## src/rtl/pe_buffer_pkg.sv

```systemverilog
// pe_buffer_pkg: shared constants, drain FSM encoding and index-width helper for the PE input buffer path.
package pe_buffer_pkg;
    localparam int DEF_WIDTH    = 16;
    localparam int DEF_PAR_READ = 4;
    typedef enum logic {
        ST_EMPTY = 1'b0,
        ST_HOLD  = 1'b1
    } drain_state_t;
    function automatic int idx_w(input int n);
        return (n > 1) ? $clog2(n) : 1;
    endfunction
endpackage

```

## src/rtl/buffer_drain_hold_reg.sv

```systemverilog
// buffer_drain_hold_reg: holds one buffer read word and selects element idx (element 0 in the top slice).
module buffer_drain_hold_reg
    import pe_buffer_pkg::*;
#(
    parameter int WIDTH    = DEF_WIDTH,
    parameter int PAR_READ = DEF_PAR_READ
) (
    input  logic                         clk,
    input  logic                         rst,
    input  logic                         load,
    input  logic [WIDTH*PAR_READ-1:0]    word,
    input  logic [idx_w(PAR_READ)-1:0]   idx,
    output logic [WIDTH-1:0]             element
);
    logic [WIDTH*PAR_READ-1:0] word_q;
    logic [WIDTH-1:0]          elems [PAR_READ];

    always_ff @(posedge clk) begin
        if (!rst) word_q <= '0;
        else if (load) word_q <= word;
    end

    // buffer bit 0 is the MSB here, so element 0 sits in the top slice
    for (genvar i = 0; i < PAR_READ; i++) begin : g_el
        assign elems[i] = word_q[(PAR_READ-1-i)*WIDTH +: WIDTH];
    end

    assign element = elems[idx];
endmodule

```

## src/rtl/buffer_drain_unpacker.sv

```systemverilog
// buffer_drain_unpacker: drains PAR_READ-element buffer words into a valid/ready stream of single elements.
// Optional BUFFER_DRAIN_LAST_EN adds a FRAME_LEN frame counter and the out_last port.
module buffer_drain_unpacker
    import pe_buffer_pkg::*;
#(
    parameter int WIDTH    = DEF_WIDTH,
    parameter int PAR_READ = DEF_PAR_READ
`ifdef BUFFER_DRAIN_LAST_EN
    ,
    parameter int FRAME_LEN = 9
`endif
) (
    input  logic                      clk,
    input  logic                      rst,
    input  logic                      buf_valid,
    input  logic [WIDTH*PAR_READ-1:0] buf_dout,
    output logic                      buf_ren,
    output logic [WIDTH-1:0]          out_data,
    output logic                      out_valid,
`ifdef BUFFER_DRAIN_LAST_EN
    output logic                      out_last,
`endif
    input  logic                      out_ready
);
    localparam int IW = idx_w(PAR_READ);

    drain_state_t  state, state_n;
    logic [IW-1:0] idx, idx_n;
    logic          accept, at_last;

    assign accept    = (state == ST_HOLD) && out_ready;
    assign at_last   = idx == IW'(PAR_READ - 1);
    assign out_valid = state == ST_HOLD;
    // reset gates the pop combinationally so no word is lost while the buffer resets
    assign buf_ren   = rst && buf_valid && ((state == ST_EMPTY) || (accept && at_last));

    always_ff @(posedge clk) begin
        if (!rst) begin
            state <= ST_EMPTY;
            idx   <= '0;
        end else begin
            state <= state_n;
            idx   <= idx_n;
        end
    end

    always_comb begin
        state_n = state;
        idx_n   = idx;
        if (state == ST_EMPTY) begin
            state_n = buf_valid ? ST_HOLD : ST_EMPTY;
            idx_n   = '0;
        end else if (out_ready) begin
            idx_n   = at_last ? '0 : idx + 1'b1;
            state_n = (at_last && !buf_valid) ? ST_EMPTY : ST_HOLD;
        end
    end

    buffer_drain_hold_reg #(
        .WIDTH   (WIDTH),
        .PAR_READ(PAR_READ)
    ) u_hold (
        .clk    (clk),
        .rst    (rst),
        .load   (buf_ren),
        .word   (buf_dout),
        .idx    (idx),
        .element(out_data)
    );

`ifdef BUFFER_DRAIN_LAST_EN
    localparam int FW = idx_w(FRAME_LEN);
    logic [FW-1:0] fcnt;
    logic          frame_end;

    assign frame_end = fcnt == FW'(FRAME_LEN - 1);
    assign out_last  = out_valid && frame_end;

    always_ff @(posedge clk) begin
        if (!rst) fcnt <= '0;
        else if (accept) fcnt <= frame_end ? '0 : fcnt + 1'b1;
    end
`endif
endmodule

```

## config.mk

```make
export PLATFORM = sky130hd
export DESIGN_NAME = buffer_drain_unpacker
export DESIGN_NICKNAME = d
export VERILOG_FILES = /design/src/rtl/pe_buffer_pkg.sv /design/src/rtl/buffer_drain_hold_reg.sv /design/src/rtl/buffer_drain_unpacker.sv
export SDC_FILE = /design/constraint.sdc
export NUM_CORES = 1
export LEC_CHECK = 0
export ABC_AREA = 1
export CAP_MARGIN = 20
export CORE_MARGIN = 4
export CORE_UTILIZATION = 50
export CTS_CLUSTER_SIZE = 28
export DETAILED_ROUTE_END_ITERATION = 12
export PLACE_DENSITY_LB_ADDON = 0.3
export SLEW_MARGIN = 30
export SYNTH_ARGS = -nofsm -noshare
export SYNTH_HDL_FRONTEND = slang
export SYNTH_SLANG_ARGS = --single-unit
```

## constraint.sdc

```tcl
create_clock -name clk -period 1.4 [get_ports clk]
set_input_delay 0.28 -clock clk [delete_from_list [all_inputs] [get_ports clk]]
set_output_delay 0.28 -clock clk [all_outputs]
set_load 0.05 [all_outputs]
```

==> metrics list <==
- Data arrives at the worst endpoint at 1.52 ns.
- Root Buffer: clkbuf_8
* Detailed-route DRC error count: 0
- Across the run, the number of max-cap violations was 0.
- Of the total power, the clock network draws 0.270.
- Clock-pin slew was measured on the worst setup and hold paths at 0.07 ns.
- In this run the worst path has a maximum fanout of 8.
- In this run the power spent charging and discharging nets is 1.65 mW.
* Clock period minus worst slack: 1.80 ns
- The initial utilization of the core area, before any placement, comes to 0.525.
- For this run, the share of the core covered by cells in the final layout is 0.790.
- Maximum number of pins on one net before global-route repair: 67
- Post-Route Hold Slack: 0.374 ns
- At the worst endpoint, the required time is 1.12 ns.
- The clock passes through at most 2 buffers.
- Synthesis instantiated 14 different standard cells from the library.
* Most instantiated cells after synthesis: 264 x nand2_1, 116 x inv_1, 97 x nand3_1, 67 x dfxtp_1, 19 x buf_2
- Clock latency on the worst-skew pair, taken at its later pin, is 0.34 ns.
* Combinational power share: 0.311
- Of the synthesized area, sequential elements account for 0.368.
- EDFF count, synth: 0
- Number of design-rule violations left by the first detailed-router iteration: 374
- The mapped netlist covers 3650 sq um.
* Core area: 6940 sq um
- Of all flip-flops after synthesis, the portion carrying an async set or reset was 0.
* Worst slew margin relative to its limit: 0.749
- Across the VDD grid, the largest voltage drop is 0.000572 V.
* Gpl congestion: 0.813
- Endpoint of the worst register-to-register path: u_hold.elems[30]
- Detailed Place HPWL: 6.92 mm
* First-pass GRT wire length: 16.8 mm
- In the post-synthesis netlist, the biggest area contributors are dfxtp_1 37%, nand2_1 27%, nand3_1 13%.
* Antenna-violating nets left: 0
- After global routing the overflow that remains totals 0.
* Worst setup path startpoint: idx[0]
- The number of nets handed over by synthesis was 671.
* Slowest cell delay on critical path: 0.42 ns
- The completed layout was analyzed and its total power is 5.08 mW.
* Initial antenna violation count: 0
* Number of failing setup endpoints in the final timing report: 30
- The clock drives 67 sinks.
- The biggest area contributor in the post-synthesis netlist is dfxtp_1.
* Power Dens Cells: 925 nW/um^2
- The via count of the first global-routing pass came to 3694.
- Startpoint of the most critical register-to-register path: idx[0]
- Synthesis warning total: 0
- During placement, the flow inserted port buffers numbering 85.
- In this run the worst hold path is classified as in2reg.
- Outcome: finished, violations left
* Post-detailed-route wirelength per cell: 16.5 um
* Total count of max-transition violations in the final report: 0
- Final period utilization: 1.28
* Failing checks: negative setup slack
- Number of fill cells: 416
- Hold repair after CTS inserted 0 buffers.
- Crit path top cell by count: nand2_2
- Overall via count from detail_route: 4160
- The floorplan has 30 rows.
- Area share of the largest cell type after synthesis: 0.368
- Area Overhead vs Synth: 50.4%
- Traced cell by cell, the critical path runs through buf_6 -> inv_4 -> buf_8 -> nand2_2 -> nand3_2 -> nand2_2 -> buf_12.
- Setup repair after global routing could not meet its margin everywhere.
- TritonCTS built the clock tree.
* Net Sw Frac: 0.326
- Summed over all layers, the routed wires come to 13.1 mm.
- The die covers 8720 sq um.
* #FFs+latches synth: 67
- Flip-flop cell with the highest count after synthesis: dfxtp_1
- F_max: 0.556 GHz
* Slowest-stage cell, CP: dfxtp_4
- Router iterations before antenna repair: 7
- Depth of the worst register-to-register path: 8
- Setup slack of the worst register-to-register path: -0.05 ns
- Die width: 93.4 um
* CTS H-Tree Depth: 3
* Critical Path Sink: out_data[15]
- Counting the buffers created by CTS gives 9.
- Average vias per placed instance: 5.23
- The setup path with the least slack is of type reg2out.
- In the post-synthesis netlist, the cell with the most instances is nand2_1.
- Count of nets after finishing: 763
- Setup clock skew after layout: 0.00619 ns
- Of the cells placed in the final design, the portion with a size suffix greater than 1 is 0.225.
- STA classifies the critical path endpoint as an output port.
- Prior to clock tree synthesis, the placed netlist has a worst setup slack of -0.246 ns.
- The repair_antennas step left the layout with diodes totalling 0.
- The worst setup path is launched from a flop.
* Static leakage: 2.97 nW
- Cell count after synthesis: 602
- Die Span Y: 93.4 um
- For this run, the total global-route usage over all layers was measured as 0.241.
- Sequential group share of total power: 0.419
- For the pin with the worst max-slew slack, the measured transition is 0.376 ns.
* Setup TNS Final: -6.03 ns
- During I/O placement, the number of pins put on the boundary was 86.
- Final worst-path setup slack: -0.398 ns
- The final count of hold timing violations is 0.
* Post-Synthesis Mean Instance Area: 6.06 sq um
* Design internal power: 3.42 mW
## metal layers
metal	part of all wire	track usage
met1	0.37	0.291
met2	0.50	0.415
met3	0.083	0.0539
met4	0.049	0.0916
met5	0	0
## how the worst min path moves through the flow
| stage | startpoint | endpoint | slack (ns) | depth (start not counted) |
|---|---|---|---|---|
| floorplan | buf_dout[0] | u_hold.elems[0] | 0.42 | 2 |
| global placement | out_valid | idx[1] | 0.49 | 2 |
| detailed placement | out_valid | idx[1] | 0.49 | 2 |
| CTS | rst | out_valid | 0.35 | 4 |
| global route | rst | out_valid | 0.37 | 4 |
| finish | rst | out_valid | 0.37 | 4 |
## metrics by stage
stage | instance area (sq um) | cells
after detailed placement | 4770 | 767
after floorplan | 3680 | 602
after global routing | 5490 | 795
final | 5490 | 795
after CTS | 5200 | 789
after global placement | 4770 | 767
## critical path: cells and delay by family (launching register included)
family                 cells  cell delay, ns
and+or+nand+nor            3            0.29
DFF                        1            0.42
buffers and inverters      4            0.47
## cells by family (layout without fill, tap and decap cells)
logic type	Yosys count	in the layout	share of synthesized area
buffers and inverters	154	251	0.192
adders and majority gates	1	1	0.00343
and+or+nand+nor	378	378	0.433
DFF	67	67	0.368
xor gates and xnor gates	1	1	0.00240
AOI/OAI and AO/OA	1	1	0.00137
## cell type report
type,instances,area (sq um),area share
multi-input cells,381,1950,0.356
clock buffers,13,139,0.0253
flip-flops and latches,67,1350,0.246
well taps,96,120,0.0219
clock inverters,3,15.0,0.00274
inverters,117,450,0.0821
repair buffers,118,1460,0.266
## registers in the layout, summed over array words and instances, names as in the netlist
signal	flops
out_valid	1
u_hold.elems	64
idx	2
## layout by cell type (no fill, tap or decap), drive strengths merged
cell / netlist / layout
inv: 117 / 116
xnor2: 1 / 1
ha: 1 / 1
clkinvlp: 0 / 1
nand2: 264 / 264
buf: 33 / 49
nor2: 1 / 1
dfxtp: 67 / 67
nand3: 97 / 97
clkbuf: 4 / 16
or2: 16 / 16
a21oi: 1 / 1
clkinv: 0 / 3
clkdlybuf4s50: 0 / 66
## power groups by stage
stage	Combinational, mW	Clock, mW	Sequential [mW]
4_1_cts	1.38	1.34	2.11
3_3_place_gp	1.25	0	2.15
6_report	1.58	1.37	2.13
2_1_floorplan	0.715	0	2.14
5_1_grt	1.66	1.46	2.14
3_5_place_dp	1.28	0	2.15
## timing repair
item / 4_1_cts / 5_1_grt
cloned: 0 / 5
resized for setup: 66 / 44
endpoints found under the hold margin: 0 / 0
buffers inserted: 6 / 1
setup endpoints to repair: 18 / 81
pin swaps: 14 / 17
No activity file was read; power rests on OpenSTA's default activity.
